===== config.mk =====
export PLATFORM = sky130hd
export DESIGN_NAME = opb_err_cnt_bank
export DESIGN_NICKNAME = d
export VERILOG_FILES = /design/src/rtl/opb_err_cnt_pkg.sv /design/src/rtl/opb_err_cnt_bank_chan.sv /design/src/rtl/opb_err_cnt_bank.sv
export SDC_FILE = /design/constraint.sdc
export NUM_CORES = 1
export LEC_CHECK = 0
export BUFFER_PORTS_ARGS = -buffer_cell sky130_fd_sc_hd__buf_2
export CAP_MARGIN = 10
export CORE_MARGIN = 4
export CORE_UTILIZATION = 63
export DETAILED_ROUTE_END_ITERATION = 12
export GPL_TIMING_DRIVEN = 1
export PLACE_DENSITY = 0.85
export SYNTH_ARGS = -nofsm -noshare
export SYNTH_HDL_FRONTEND = slang
export SYNTH_HIERARCHICAL = 1
export SYNTH_SLANG_ARGS = --single-unit

===== constraint.sdc =====
create_clock -name OPB_Clk -period 5.9 [get_ports OPB_Clk]
set_clock_uncertainty 0.2 [all_clocks]
set_input_delay 0.295 -clock OPB_Clk [delete_from_list [all_inputs] [get_ports OPB_Clk]]
set_output_delay 0.295 -clock OPB_Clk [all_outputs]
set_load 0.01 [all_outputs]

===== src/rtl/opb_err_cnt_pkg.sv =====
// Shared constants and helpers for the OPB error-counter bank.
// Bus bit positions use OPB numbering (bit 0 = MSB).
package opb_err_cnt_pkg;

    localparam int unsigned CTRL_WORD    = 0;
    localparam int unsigned CTRL_CLR_BIT = 31;
    localparam int unsigned CTRL_FRZ_BIT = 30;
    localparam int unsigned CNT_OVF_BIT  = 0;
    localparam int unsigned WIDX_W       = 30;

    typedef logic [WIDX_W-1:0] widx_t;

    typedef enum logic [1:0] {
        ACC_NONE  = 2'd0,
        ACC_READ  = 2'd1,
        ACC_WRITE = 2'd2
    } acc_e;

    function automatic widx_t word_index(input logic [31:0] addr, input logic [31:0] base);
        logic [31:0] off;
        off = addr - base;
        return widx_t'(off >> 2);
    endfunction

    // Counter word layout: sticky overflow in bus bit 0, count right-aligned.
    function automatic logic [0:31] cnt_word(input logic ovf, input logic [30:0] cnt);
        logic [0:31] w;
        w              = 32'h0000_0000;
        w[1:31]        = cnt;
        w[CNT_OVF_BIT] = ovf;
        return w;
    endfunction

endpackage


===== src/rtl/opb_err_cnt_bank_chan.sv =====
// One error-counter channel: saturating or wrapping count plus sticky overflow.
module err_cnt_chan #(
    parameter int unsigned CNT_W    = 16,
    parameter bit          SATURATE = 1'b1
) (
    input  logic             clk,
    input  logic             rst,
    input  logic             inc,
    input  logic             clr,
    output logic [CNT_W-1:0] cnt,
    output logic             ovf
);

    logic [CNT_W-1:0] cnt_d, cnt_q;
    logic             ovf_d, ovf_q;

    // Next-state: clear wins over increment, so a strobe in a clear cycle is lost.
    always_comb begin
        cnt_d = cnt_q;
        ovf_d = ovf_q;
        if (clr) begin
            cnt_d = '0;
            ovf_d = 1'b0;
        end else if (inc) begin
            if (&cnt_q) begin
                ovf_d = 1'b1;
                cnt_d = SATURATE ? cnt_q : '0;
            end else begin
                cnt_d = cnt_q + CNT_W'(1);
            end
        end else begin
            cnt_d = cnt_q;
            ovf_d = ovf_q;
        end
    end

    // State register with synchronous reset.
    always_ff @(posedge clk) begin
        if (rst) begin
            cnt_q <= '0;
            ovf_q <= 1'b0;
        end else begin
            cnt_q <= cnt_d;
            ovf_q <= ovf_d;
        end
    end

    assign cnt = cnt_q;
    assign ovf = ovf_q;

endmodule


===== src/rtl/opb_err_cnt_bank.sv =====
// OPB slave exposing N_CH error counters plus a CTRL word (freeze / global clear).
module opb_err_cnt_bank
    import opb_err_cnt_pkg::*;
#(
    parameter logic [31:0] C_BASEADDR   = 32'h0100_8900,
    parameter logic [31:0] C_HIGHADDR   = 32'h0100_89FF,
    parameter int unsigned C_OPB_AWIDTH = 32,
    parameter int unsigned C_OPB_DWIDTH = 32,
    parameter int unsigned N_CH         = 8,
    parameter int unsigned CNT_W        = 16,
    parameter bit          SATURATE     = 1'b1
) (
    input  logic                    OPB_Clk,
    input  logic                    OPB_Rst,
    input  logic [0:C_OPB_AWIDTH-1] OPB_ABus,
    input  logic [0:3]              OPB_BE,
    input  logic [0:C_OPB_DWIDTH-1] OPB_DBus,
    input  logic                    OPB_RNW,
    input  logic                    OPB_select,
    input  logic                    OPB_seqAddr,
    output logic [0:C_OPB_DWIDTH-1] Sl_DBus,
    output logic                    Sl_xferAck,
    output logic                    Sl_errAck,
    output logic                    Sl_retry,
    output logic                    Sl_toutSup,
    input  logic [N_CH-1:0]         err_in
);

    logic        hit_s, start_s, rd_s, wr_s, gclr_s, is_ctrl_s;
    acc_e        acc_s;
    widx_t       widx_s;
    logic [0:31] rd_word_s;
    logic [0:31] chan_word_s [N_CH];
    logic [N_CH-1:0] clr_s, inc_s, ovf_s;
    logic [CNT_W-1:0] cnt_s [N_CH];

    logic        ack_d, ack_q;
    logic        frz_d, frz_q;
    logic [0:31] rdata_d, rdata_q;
    logic        unused_s;

    assign unused_s  = ^{OPB_BE, OPB_seqAddr};
    assign widx_s    = word_index(OPB_ABus, C_BASEADDR);
    assign is_ctrl_s = (widx_s == widx_t'(CTRL_WORD));

    // Address hit and access classification; a new transfer starts only when no ack is pending.
    always_comb begin
        hit_s   = OPB_select && (OPB_ABus >= C_BASEADDR) && (OPB_ABus <= C_HIGHADDR);
        start_s = hit_s && !ack_q;
        if (!start_s) begin
            acc_s = ACC_NONE;
        end else if (OPB_RNW) begin
            acc_s = ACC_READ;
        end else begin
            acc_s = ACC_WRITE;
        end
        case (acc_s)
            ACC_READ:  begin rd_s = 1'b1; wr_s = 1'b0; end
            ACC_WRITE: begin rd_s = 1'b0; wr_s = 1'b1; end
            default:   begin rd_s = 1'b0; wr_s = 1'b0; end
        endcase
        gclr_s = wr_s && is_ctrl_s && OPB_DBus[CTRL_CLR_BIT];
    end

    // Read mux; unmapped words inside the span read as zero.
    always_comb begin
        rd_word_s = 32'h0000_0000;
        if (is_ctrl_s) begin
            rd_word_s[CTRL_FRZ_BIT] = frz_q;
        end else begin
            for (int i = 0; i < int'(N_CH); i++) begin
                rd_word_s = rd_word_s | ((widx_s == widx_t'(i + 1)) ? chan_word_s[i] : 32'h0000_0000);
            end
        end
    end

    // Next-state for ack, read data and freeze.
    always_comb begin
        ack_d = start_s;
        if (rd_s) begin
            rdata_d = rd_word_s;
        end else begin
            rdata_d = 32'h0000_0000;
        end
        if (wr_s && is_ctrl_s) begin
            frz_d = OPB_DBus[CTRL_FRZ_BIT];
        end else begin
            frz_d = frz_q;
        end
    end

    // Slave registers with synchronous reset.
    always_ff @(posedge OPB_Clk) begin
        if (OPB_Rst) begin
            ack_q   <= 1'b0;
            frz_q   <= 1'b0;
            rdata_q <= 32'h0000_0000;
        end else begin
            ack_q   <= ack_d;
            frz_q   <= frz_d;
            rdata_q <= rdata_d;
        end
    end

    for (genvar g = 0; g < int'(N_CH); g++) begin : g_chan
        assign clr_s[g] = gclr_s || (wr_s && (widx_s == widx_t'(g + 1)));
        assign inc_s[g] = err_in[g] && !frz_q;

        err_cnt_chan #(
            .CNT_W    (CNT_W),
            .SATURATE (SATURATE)
        ) u_chan (
            .clk (OPB_Clk),
            .rst (OPB_Rst),
            .inc (inc_s[g]),
            .clr (clr_s[g]),
            .cnt (cnt_s[g]),
            .ovf (ovf_s[g])
        );

        assign chan_word_s[g] = cnt_word(ovf_s[g], 31'(cnt_s[g]));
    end

    assign Sl_DBus    = rdata_q;
    assign Sl_xferAck = ack_q;
    assign Sl_errAck  = 1'b0;
    assign Sl_retry   = 1'b0;
    assign Sl_toutSup = 1'b0;

endmodule


# Word level (Yosys, flattened, before mapping)
# Cells that the tools add are included.
dict set report totals {
  ff_bits 170
  output_inout_bits 36
}
dict set report classes {
  add_sub_neg 9
  magnitude_cmp 2
  n_eq_ne 10
  muxes 13
  bitwise_logic 16
  reduce_logical 66
}
# operator count
set ops {}
lappend ops {{32-bit two-way mux} 8}
lappend ops {{32-bit bitwise OR} 7}
lappend ops {{17-bit AND reduction} 8}
lappend ops {{16-bit by 1-bit adder with 16-bit output (second input constant)} 8}
lappend ops {{16-bit AND reduction} 8}
lappend ops {{30-bit by 3-bit equality test with 1-bit output (second input constant)} 4}
lappend ops {{30-bit by 2-bit equality test with 1-bit output (second input constant)} 2}
lappend ops {{32-bit by 25-bit >= comparator with 1-bit output (second input constant)} 1}
lappend ops {{32-bit by 25-bit less-or-equal comparator with 1-bit output (second input constant)} 1}
lappend ops {{32-bit by 25-bit subtractor with 32-bit output (second input constant)} 1}
lappend ops {{30-bit by 1-bit equality test with 1-bit output (second input constant)} 1}
lappend ops {{30-bit by 4-bit equality test with 1-bit output (second input constant)} 1}
lappend ops {{30-bit logical NOT} 1}
lappend ops {{1-bit logical AND} 21}
lappend ops {{2-bit OR reduction} 9}
lappend ops {{2-bit AND reduction} 8}
lappend ops {{1-bit inverter} 9}
lappend ops {{1-bit logical OR} 8}
lappend ops {{2-bit two-way mux} 2}
lappend ops {{1-bit two-way mux} 3}
lappend ops {{3-bit OR reduction} 1}
lappend ops {{2-bit by 1-bit equality test with 1-bit output (second input constant)} 1}
lappend ops {{2-bit equality test (second input constant)} 1}
lappend ops {{1-bit logical NOT} 2}

# Logic depth before layout (Yosys ltp)
# Gate-level depths: netlist of run 1.
dict set report depth {
  word_depth 11
  ltp_mapped 9
}

# By module
# The synthesis of run 1 kept the hierarchy.
# mod instances cells_each area_each_um2
set by_module_without_submodules {}
lappend by_module_without_submodules {err_cnt_chan 8 97 893.4}
lappend by_module_without_submodules {opb_err_cnt_bank 1 216 1869.3}

# Worst setup path after synthesis of run 1
# No wires, ideal clock.
dict set report synth_timing {
  path_kind {input to register}
  startpoint {input OPB_ABus[21] in the netlist's numbering}
  endpoint {register g_chan[0].u_chan.cnt_q[14]}
  setup_time_ps 135
  t_arrival_ps 2374
  required_ps 5565
  path_slack_ps 3191
  cell_stages 8
  n_path_buf 0
  cell_sequence {or2_1 > or4_4 > a2111oi_4 > nand2_1 > nor4_1 > nor2_1 > o311ai_0 > o41ai_1}
}
dict set report synth_between {
  elab_chain_cells 11
  word_cells_on_any_way 16
  classes_between {add/sub: 1; order compare: 2; eq/ne: 2; mux: 2; reduce/logical: 9}
}
# item line
set synth_lines {}
lappend synth_lines {{from (decl)} opb_err_cnt_bank.sv:15} ;# input logic [0:C_OPB_AWIDTH-1] OPB_ABus,
lappend synth_lines {{32-bit by 25-bit >= comparator with 1-bit output} opb_err_cnt_bank.sv:48} ;# hit_s = OPB_select && (OPB_ABus >= C_BASEADDR) && (OPB_ABus <= C_HIGHADDR);
lappend synth_lines {{1-bit logical AND (2 in series)} opb_err_cnt_bank.sv:48}
lappend synth_lines {{1-bit logical AND} opb_err_cnt_bank.sv:49} ;# start_s = hit_s && !ack_q;
lappend synth_lines {{2-bit two-way mux} opb_err_cnt_bank.sv:50} ;# if (!start_s) begin
lappend synth_lines {{2-bit equality test} opb_err_cnt_bank.sv:57} ;# case (acc_s)
lappend synth_lines {{1-bit two-way mux} opb_err_cnt_bank.sv:57}
lappend synth_lines {{1-bit logical AND (2 in series)} opb_err_cnt_bank.sv:62} ;# gclr_s = wr_s && is_ctrl_s && OPB_DBus[CTRL_CLR_BIT];
lappend synth_lines {{1-bit logical OR *} opb_err_cnt_bank.sv:106} ;# assign clr_s[g] = gclr_s || (wr_s && (widx_s == widx_t'(g + 1)));
lappend synth_lines {{net clr_s[0]} opb_err_cnt_bank.sv:34} ;# logic [N_CH-1:0] clr_s, inc_s, ovf_s;
lappend synth_lines {{2-bit OR reduction (no line) *} --}
lappend synth_lines {{to (signal assigned)} opb_err_cnt_bank_chan.sv:43} ;# cnt_q <= cnt_d;
lappend synth_lines {{to (decl)} opb_err_cnt_bank_chan.sv:14} ;# logic [CNT_W-1:0] cnt_d, cnt_q;
# Mark *: on every way through the listed nets, which the timed path passes. The rest lies on a longest branch.
# A chain may end at the register's enable or synchronous reset.

# Final worst setup path of run 1
dict set report layout_timing {
  startpoint {input OPB_ABus[29] in the netlist's numbering}
  endpoint {register g_chan[2].u_chan.cnt_q[14]}
}
dict set report layout_between {
  elab_chain_cells 11
  word_cells_on_any_way 16
  classes_between {add/sub: 1; order compare: 2; eq/ne: 2; mux: 2; reduce/logical: 9}
}
# item line
set layout_lines {}
lappend layout_lines {{32-bit by 25-bit >= comparator with 1-bit output} opb_err_cnt_bank.sv:48}
lappend layout_lines {{1-bit logical AND (2 in series)} opb_err_cnt_bank.sv:48}
lappend layout_lines {{1-bit logical AND} opb_err_cnt_bank.sv:49}
lappend layout_lines {{2-bit two-way mux} opb_err_cnt_bank.sv:50}
lappend layout_lines {{2-bit equality test} opb_err_cnt_bank.sv:57}
lappend layout_lines {{1-bit two-way mux} opb_err_cnt_bank.sv:57}
lappend layout_lines {{1-bit logical AND (2 in series)} opb_err_cnt_bank.sv:62}
lappend layout_lines {{1-bit logical OR *} opb_err_cnt_bank.sv:106}
lappend layout_lines {{net clr_s[2]} opb_err_cnt_bank.sv:34}
lappend layout_lines {{2-bit OR reduction (no line) *} --}
lappend layout_lines {{to (signal assigned)} opb_err_cnt_bank_chan.sv:43}
lappend layout_lines {{to (decl)} opb_err_cnt_bank_chan.sv:14}
# Marks and branches as above.

==> results of run 1 <==
## registers in the layout, summed over array words and instances, names as in the netlist
signal             count
g_chan.u_chan/cnt    128
frz_q                  1
Sl_DBus               17
Sl_xferAck             1
g_chan.u_chan/ovf      8
## critical path: stages
cell and delay [ns]:
buf_2 0.55, nand3_1 0.22, or4_4 0.55, a2111oi_4 0.40, nand2_1 0.26, a211oi_1 0.57, nor2_1 0.29, o311ai_0 0.19
o41ai_1 0.13
## metal layers
| layer | part of all wire | wire length (um) | vias to the layer above |
|---|---|---|---|
| li1 | - | - | 4069 |
| met5 | 0 | 0 | - |
| met4 | 0.036 | 871 | 0 |
| met2 | 0.48 | 11700 | 372 |
| met1 | 0.41 | 10000 | 4131 |
| met3 | 0.072 | 1770 | 78 |
## cells in the final DEF, fill, tap and decap left out, types with 25 or more instances in the layout
| cell type | n |
|---|---|
| a21oi_1 | 77 |
| a22oi_1 | 32 |
| a31oi_1 | 32 |
| buf_2 | 63 |
| dfxtp_1 | 155 |
| nand2_1 | 66 |
| nand3_1 | 58 |
| nand4_1 | 27 |
| nor2_1 | 43 |
| nor4_1 | 50 |
| o21ai_0 | 26 |
| o31ai_1 | 25 |
| or4_1 | 32 |
## kinds of logic (layout without fill, tap and decap cells)
group	count (synthesis)	in the layout	synth area share
and+or+nand+nor	413	413	0.311
AOI/OAI and AO/OA	312	312	0.233
DFF	155	155	0.344
buffers and inverters	76	114	0.0473
muxes	27	27	0.0536
adders and majority gates	8	8	0.0111
other	1	18	0.000416
## metrics by stage
| stage | setup slack, ns | area [um2] | cells |
|---|---|---|---|
| 3_3_place_gp | 2.18 | 9270 | 1194 |
| 6_report | 2.54 | 9930 | 1227 |
| 4_1_cts | 2.56 | 9930 | 1227 |
| 5_1_grt | 2.22 | 9930 | 1227 |
| 3_5_place_dp | 2.10 | 9270 | 1194 |
| 2_1_floorplan | 3.19 | 9080 | 1009 |
## power by group
group	total [W]	internal (W)	switching, W
combinational	0.000109	0.0000399	0.0000692
clock	0.00121	0.000773	0.000437
sequential	0.00107	0.00105	0.0000115
total	0.00239	0.00187	0.000518
## cell type report
cell class,instances,area (um2)
flip-flops and latches,155,3100
well taps,180,225
multi-input cells,778,5560
inverters,17,63.8
clock buffers,22,464
fillers,1043,4000
clock inverters,10,186
repair buffers,65,333
## repair_timing
item | 4_1_cts | 5_1_grt
hold endpoints to repair | 1 | 0
setup endpoints to repair | 0 | 0
hold buffers | 1 | 0
## how the worst max path moves through the flow
stage	depth (start not counted)	start	slack, ns	end
floorplan	8	OPB_ABus[21]	3.19	g_chan[0].u_chan/cnt[14]
global route	9	OPB_ABus[29]	2.22	g_chan[0].u_chan/cnt[14]
global placement	9	OPB_ABus[29]	2.18	g_chan[2].u_chan/cnt[14]
finish	9	OPB_ABus[29]	2.54	g_chan[2].u_chan/cnt[14]
CTS	9	OPB_ABus[29]	2.56	g_chan[0].u_chan/cnt[14]
detailed placement	9	OPB_ABus[29]	2.10	g_chan[0].u_chan/cnt[14]
==> results.py, run 1 <==
metrics = {
    "global_route": {
        "met1_usage": 0.382,
        "grt_busiest_layer": "met2",
        "grt_pass1_wl_mm": 38.6,
        "grt_util_met3": 0.0569,
        "grt_antenna_before_repair": 0,
        "grt-ovfl-total": 0,
        "met2_usage": 0.472,
        "grt_max_degree": 34,
        "grt_pass1_vias": 7597,
        "grt_usage": 0.292,
    },
    "pwr": {
        "power_leakage_nw": 3.45,
        "powerDensity_mw_per_mm2": 240,
        "finalPower_w": 0.00239,
        "ir_drop_mv": 0.241,
    },
    "synthesis": {
        "syn-mean-instance-area_um2": 9.09,
        "ys_warn_count": 6,
        "yosys-top-cells-count": "155 x dfxtp_1, 77 x a21oi_1, 66 x nand2_1",
        "synth_most_common_cell": "dfxtp_1",
        "synth_cells": 992,
        "synth_edf_count": 0,
        "async_flop_share": 0,
        "synth_top_area_cell": "dfxtp_1",
        "synth.area.top_cells": "dfxtp_1 34%, a21oi_1 4.3%, mux4_2 4.2%",
        "synth_cell_type_count": 55,
        "synth_seq_area_share": 0.344,
        "yosys.area.top_type_share": 0.344,
        "syn-cell-area_mm2": 0.00902,
        "synth-seq-cells": 155,
        "synthFlopType": "dfxtp_1",
    },
    "cells_and_area": {
        "drive_gt1_frac": 0.178,
        "area_delta_synth_final_pct": 10.2,
        "fin_nets": 1123,
        "insertedDiodeCount": 0,
        "final_util": 0.713,
    },
    "job": {
        "maxCapViolCount": 0,
    },
    "floorplan": {
        "die_height_um": 128,
        "core_area_mm2": 0.0139,
        "fp.dieW_um": 128,
        "initial_utilization": 0.647,
        "die-area_mm2": 0.0163,
        "io_pins": 117,
        "rows": 43,
    },
    "worst_hold_path": {
        "worstHoldEndpoint": "frz_q",
        "holdPathStages": 4,
        "hold_class": "in -> reg",
        "hold_start": "OPB_RNW",
    },
    "clock_network": {
        "cts_tree": "built",
        "cts_setup_buffers": 0,
        "path_clk_slew_ns": 0.06,
        "worstSkewPairLatency_ns": 0.44,
        "cts_root_buffer": "clkbuf_16",
        "clockBufferDepth": 2,
        "cts.repair.resized": 0,
        "cts.sinks": 155,
        "cts_made_buffers": 17,
        "htreeDepth": 4,
    },
    "critical_path": {
        "required_ns": 6.01,
        "end_kind": "flop",
        "critPathKind": "in -> reg",
        "regToRegSetupSlack_ns": 2.92,
        "reg2reg_depth": 8,
        "reg2reg_to": "g_chan[2].u_chan/cnt[14]",
        "critical_path.max_fanout": 28,
        "cp-start-kind": "primary input",
        "cp.arrival_ns": 3.46,
        "rr_startpoint": "Sl_xferAck",
    },
    "outcome": {
        "outcome": "finished clean",
    },
    "timing": {
        "hold_ws_ns": 0.0493,
        "drv_slew": 0,
        "setup_viol": 0,
        "worst_pin_slew_ns": 0.979,
        "period_share": 0.569,
        "min_period_ns": 3.36,
        "fmax_mhz": 298,
        "slew_headroom": 0.345,
        "final_hold_viol_count": 0,
        "fin_tns_setup_ns": 0,
        "rsz0062_at_grt": "false",
    },
    "place": {
        "portBuffers": 63,
        "routabilityCongestion": 0.985,
        "dp_hpwl_mm": 17.0,
    },
    "routing": {
        "wire_per_inst_um": 19.9,
        "drtIter0Drc": 875,
        "post_drt_via_cell_ratio": 7.05,
        "dr.pass1.iters": 7,
        "wirelength_mm": 24.4,
        "ant_nets": 0,
        "drc": 0,
        "vias": 8650,
    },
}
(Power assumes the default switching activity.)
==> inputs of run 2 (changes only) <==
CORE_UTILIZATION = 53   (was 63)
PLACE_DENSITY = 0.76   (was 0.85)
clock period = 2.7 ns   (was 5.9 ns; I/O delays follow)
==> run 2 against run 1 <==
Net effect:
- sequential cell count is the same
- clock power grew 93%
- critical path depth shrank 4
- largest cell class unchanged
- sequential power grew 120%
- highest routed layer unchanged
- critical path type is now reg -> reg
- global-route usage shrank 3.6 points
- worst hold slack lost 0.0099 ns
- clock-buffer cell count shrank 1
- register-to-register slack lost 2.7 ns
- total power grew 110%
- largest power group unchanged
==> results.py, run 2 (synthesis gave the netlist of run 1 again) <==
metrics = {
    "cells_and_area": {
        "final_cells": 1328,
        "largest_reg_flops": 128,
        "drive_gt1_frac": 0.217,
        "area_delta_synth_final_pct": 15.4,
        "fin_nets": 1184,
        "final_cell_mix": "155 x dfxtp_1, 77 x a21oi_1, 65 x nand2_1, 63 x buf_2, 58 x nand3_1",
        "final_common_cell": "dfxtp_1",
        "insertedDiodeCount": 0,
    },
    "critical_path": {
        "cp_top_family": "simple AND/OR/NAND/NOR gates",
        "cp_slowest_cell": "nor4_1",
        "required_ns": 2.85,
        "cp-startpoint": "frz_q",
        "path_cells": "nor2b_1 > nand4_1 > nor4_1 > o21ai_0 > a31oi_1",
        "rr_startpoint": "frz_q",
        "cp.depth": 5,
        "cp.buffers_inverters": 0,
        "cp.arrival_ns": 2.65,
        "critPathKind": "reg -> reg",
        "cp-start-kind": "flop",
        "end_kind": "flop",
        "max_stage_delay_ns": 0.55,
        "reg2reg_depth": 5,
        "critical_path.max_fanout": 10,
    },
    "timing": {
        "slew_headroom": 0.478,
        "period_share": 0.925,
        "drv_slew": 0,
        "worst_slack_ns": 0.203,
        "worst_pin_slew_ns": 0.778,
        "setup_viol": 0,
        "min_period_ns": 2.50,
        "final_hold_viol_count": 0,
        "fmax_mhz": 400,
        "hold_ws_ns": 0.0393,
        "rsz0062_at_grt": "false",
    },
    "clock_network": {
        "cts.sinks": 155,
        "cts_tree": "built",
        "cts_root_buffer": "clkbuf_16",
        "cts_setup_buffers": 0,
        "clockBufferDepth": 2,
        "htreeDepth": 4,
        "worstSkewPairLatency_ns": 0.44,
        "cts_made_buffers": 17,
        "path_clk_slew_ns": 0.06,
    },
    "place": {
        "dp_slack_ns": -0.125,
        "post-place-cells": 1286,
        "portBuffers": 63,
        "dp_hpwl_mm": 18.2,
        "routabilityCongestion": 0.952,
    },
    "global_route": {
        "grt_pass1_vias": 7992,
        "grt-ovfl-total": 0,
        "grt_pass1_wl_mm": 40.9,
        "grt_antenna_before_repair": 0,
        "grt_max_degree": 33,
        "grt_usage": 0.256,
        "met2_usage": 0.433,
        "grt_busiest_layer": "met2",
        "met1_usage": 0.330,
        "grt_util_met3": 0.0515,
    },
    "routing": {
        "drtIter0Drc": 791,
        "wire_per_inst_um": 19.0,
        "drc": 0,
        "dr.pass1.iters": 6,
        "post_drt_via_cell_ratio": 6.57,
        "vias": 8728,
        "wirelength_mm": 25.2,
        "ant_nets": 0,
    },
    "pwr": {
        "power_frac_comb": 0.058,
        "netSwitchingFraction": 0.232,
        "powerDensity_mw_per_mm2": 477,
        "p_int_w": 0.00381,
        "power.net_switching_w": 0.00115,
        "pwr-share-seq": 0.470,
        "power_leakage_nw": 3.71,
        "clkPwrFrac": 0.472,
        "ir_drop_mv": 0.467,
    },
    "floorplan": {
        "io_pins": 117,
        "die_height_um": 138,
        "core_area_mm2": 0.0166,
        "rows": 47,
        "initial_utilization": 0.542,
        "fp.dieW_um": 138,
        "die-area_mm2": 0.0192,
    },
    "outcome": {
        "outcome": "finished clean",
    },
    "worst_hold_path": {
        "holdPathStages": 5,
        "hold_class": "in -> reg",
        "hold_start": "err_in[0]",
    },
    "job": {
        "maxCapViolCount": 0,
    },
}
-- run 2: cell count changes in the layout (fill, tap and decap cells not counted), moves of 3 or more --
cell           delta
dlygate4sd3_1     +9
buf_4            +51
clkinv_2          +3
clkinv_4          +3
bufinv_16         -3
-- run 2: power groups by stage --
stage | clock [W] | sequential [W] | combinational (W)
2_1_floorplan | 0 | 0.00237 | 0.000180
3_3_place_gp | 0 | 0.00238 | 0.000267
3_5_place_dp | 0 | 0.00238 | 0.000273
4_1_cts | 0.00238 | 0.00233 | 0.000283
5_1_grt | 0.00248 | 0.00233 | 0.000314
6_report | 0.00234 | 0.00233 | 0.000287
-- run 2: area by class of cell --
type | count | area, um2
clock buffers | 21 | 450
clock inverters | 11 | 121
fillers | 1382 | 6240
inverters | 17 | 63.8
multi-input cells | 778 | 5570
flip-flops and latches | 155 | 3100
well taps | 220 | 275
repair buffers | 126 | 826
-- run 2: what timing repair did --
action / in CTS / in global routing
hold buffers: 10 / 0
setup endpoints to repair: 0 / 23
gates resized for setup: 0 / 2
hold endpoints to repair: 8 / 0
-- run 2: worst min-delay path, cell delays in order --
cell and delay [ns]:
buf_2 0.09, nor2b_1 0.13, buf_4 0.14, nand3_1 0.07, a21oi_1 0.05
-- run 2: final timing paths --
path	end	slack, ns
max reg2reg	g_chan[3].u_chan/cnt[15]	0.20
max	g_chan[3].u_chan/cnt[15]	0.20
min	g_chan[0].u_chan/cnt[1]	0.04
min reg2reg	g_chan[3].u_chan/ovf	0.27
-- run 2: metal layers --
| metal | wire (um) | vias to the layer above |
|---|---|---|
| met5 | 0 | - |
| met4 | 558 | 0 |
| met3 | 1700 | 41 |
| met2 | 12400 | 358 |
| met1 | 10500 | 4165 |
| li1 | - | 4164 |
-- run 2: per-stage QoR --
stage	total power [W]	setup TNS (ns)	util	cell area, um2
after floorplan	0.00255	0	-	9080
after global placement	0.00265	-1.71	0.584	9720
after global routing	0.00513	0	0.625	10400
after detailed placement	0.00265	-2.54	0.584	9720
final	0.00496	0	0.625	10400
after CTS	0.00500	0	0.625	10400
==> inputs of run 3 (changes only) <==
GPL_TIMING_DRIVEN = not set   (was 1)
REMOVE_ABC_BUFFERS = 1   (was not set)
==> run 3 against run 2 <==
Net effect:
- sequential cell count unchanged
- core utilization grew 0.31 points
- die area unchanged
- critical path type unchanged
==> results.py, run 3 (synthesis gave the netlist of run 1 again) <==
metrics = {
    "outcome": {
        "outcome": "finished clean",
    },
    "timing": {
        "rsz0062_at_grt": "true",
        "drv_slew": 0,
        "period_share": 0.960,
        "worst_pin_slew_ns": 0.772,
        "fmax_mhz": 386,
        "setup_viol": 0,
        "min_period_ns": 2.59,
        "fin_tns_setup_ns": 0,
        "slew_headroom": 0.481,
        "final_hold_viol_count": 0,
    },
    "place": {
        "portBuffers": 63,
        "dp_hpwl_mm": 18.3,
        "routabilityCongestion": 0.934,
        "placed_area_mm2": 0.00971,
    },
    "routing": {
        "drtIter0Drc": 925,
        "dr.pass1.iters": 6,
        "wire_per_inst_um": 19.3,
        "vias": 8816,
        "post_drt_via_cell_ratio": 6.66,
        "drc": 0,
        "ant_nets": 0,
        "wirelength_mm": 25.6,
    },
    "cells_and_area": {
        "final_cell_mix": "155 x dfxtp_1, 77 x a21oi_1, 65 x nand2_1, 63 x buf_2, 58 x nand3_1",
        "final_common_cell": "dfxtp_1",
        "drive_gt1_frac": 0.217,
        "stdcell_area_mm2": 0.0105,
        "fin_nets": 1181,
        "area_delta_synth_final_pct": 16.0,
        "fill_cells": 1406,
        "largest_reg_flops": 128,
        "seq_area_mm2": 0.00310,
        "multi_input_area_mm2": 0.00558,
        "insertedDiodeCount": 0,
    },
    "clock_network": {
        "htreeDepth": 4,
        "worstSkewPairLatency_ns": 0.43,
        "cts_made_buffers": 17,
        "cts.sinks": 155,
        "clockBufferDepth": 2,
        "path_clk_slew_ns": 0.06,
        "cts_tree": "built",
        "cts_root_buffer": "clkbuf_16",
    },
    "global_route": {
        "grt_usage": 0.261,
        "grt-ovfl-total": 0,
        "grt_pass1_wl_mm": 41.6,
        "grt_pass1_vias": 8030,
        "grt_antenna_before_repair": 0,
        "grt_max_degree": 33,
    },
    "critical_path": {
        "required_ns": 2.81,
        "critical_path.max_fanout": 10,
        "end_kind": "flop",
        "cp-start-kind": "flop",
        "cp.arrival_ns": 2.71,
        "critPathKind": "reg -> reg",
    },
    "pwr": {
        "finalPower_w": 0.00509,
        "power_leakage_nw": 3.72,
        "powerDensity_mw_per_mm2": 487,
        "ir_drop_mv": 0.444,
    },
    "floorplan": {
        "initial_utilization": 0.542,
        "core_area_mm2": 0.0166,
        "io_pins": 117,
        "fp.dieW_um": 138,
        "die-area_mm2": 0.0192,
        "die_height_um": 138,
        "rows": 47,
    },
    "job": {
        "maxCapViolCount": 0,
    },
    "worst_hold_path": {
        "hold_class": "in -> reg",
    },
}
[run 3: cell types whose count changed in the layout (fill, tap and decap cells not counted), sizes merged]
cell      before  now
clkinv         7    3
bufinv         2    3
inv           17   18
buf          116  113
clkinvlp       2    3
[run 3: critical path: stages, from the launching register on]
cell and delay (ns):
dfxtp_1 0.55, nor2b_1 0.43, nand3_1 0.36, nor4_1 0.61
mux2i_1 0.27, nor2_1 0.06
[run 3: layout make-up]
| cell class | instances | area share |
|---|---|---|
| Tap cell | 220 | 0.0263 |
| Sequential cell | 155 | 0.297 |
| Timing Repair Buffer | 123 | 0.0792 |
| Inverter | 17 | 0.00610 |
| Clock buffer | 21 | 0.0450 |
| Clock inverter | 10 | 0.0134 |
| Multi-Input combinational cell | 778 | 0.533 |
[run 3: path summary, 6_finish.rpt]
check	startpoint	endpoint	slack, ns	depth (start not counted)
hold / removal	OPB_Rst	Sl_xferAck	0.03	2
setup reg to reg	frz_q	g_chan[4].u_chan/cnt[12]	0.11	5
setup / recovery	frz_q	g_chan[4].u_chan/cnt[12]	0.11	5
hold reg to reg	g_chan[3].u_chan/ovf	g_chan[3].u_chan/ovf	0.29	2
[run 3: where the power goes]
part           switching, W  leakage (nW)  total (W)  internal (W)
Sequential        0.0000247          1.25    0.00233       0.00231
Combinational      0.000163          2.18   0.000291      0.000128
Clock              0.000950         0.292    0.00247       0.00152
[run 3: metal layers]
metal,GRT usage,share of wire
met1,0.341,0.42
met2,0.426,0.48
met3,0.0525,0.070
met4,0.103,0.036
met5,0,0
[run 3: per-stage QoR]
stage / utilization / cells / hold WS, ns / worst slack, ns
finish: 0.628 / 1324 / 0.0279 / 0.107
global placement: 0.584 / 1281 / 0.206 / -0.101
floorplan: - / 950 / 0.00661 / 0.126
detailed placement: 0.584 / 1281 / 0.207 / -0.169
global route: 0.628 / 1324 / 0.0482 / -0.0345
CTS: 0.626 / 1322 / 0.00143 / 0.0371
[run 3: repair_timing]
item	CTS	global route
buffers inserted	0	2
endpoints found under the hold margin	8	0
hold buffers	10	0
gates resized for setup	0	5
setup endpoints to repair	0	83
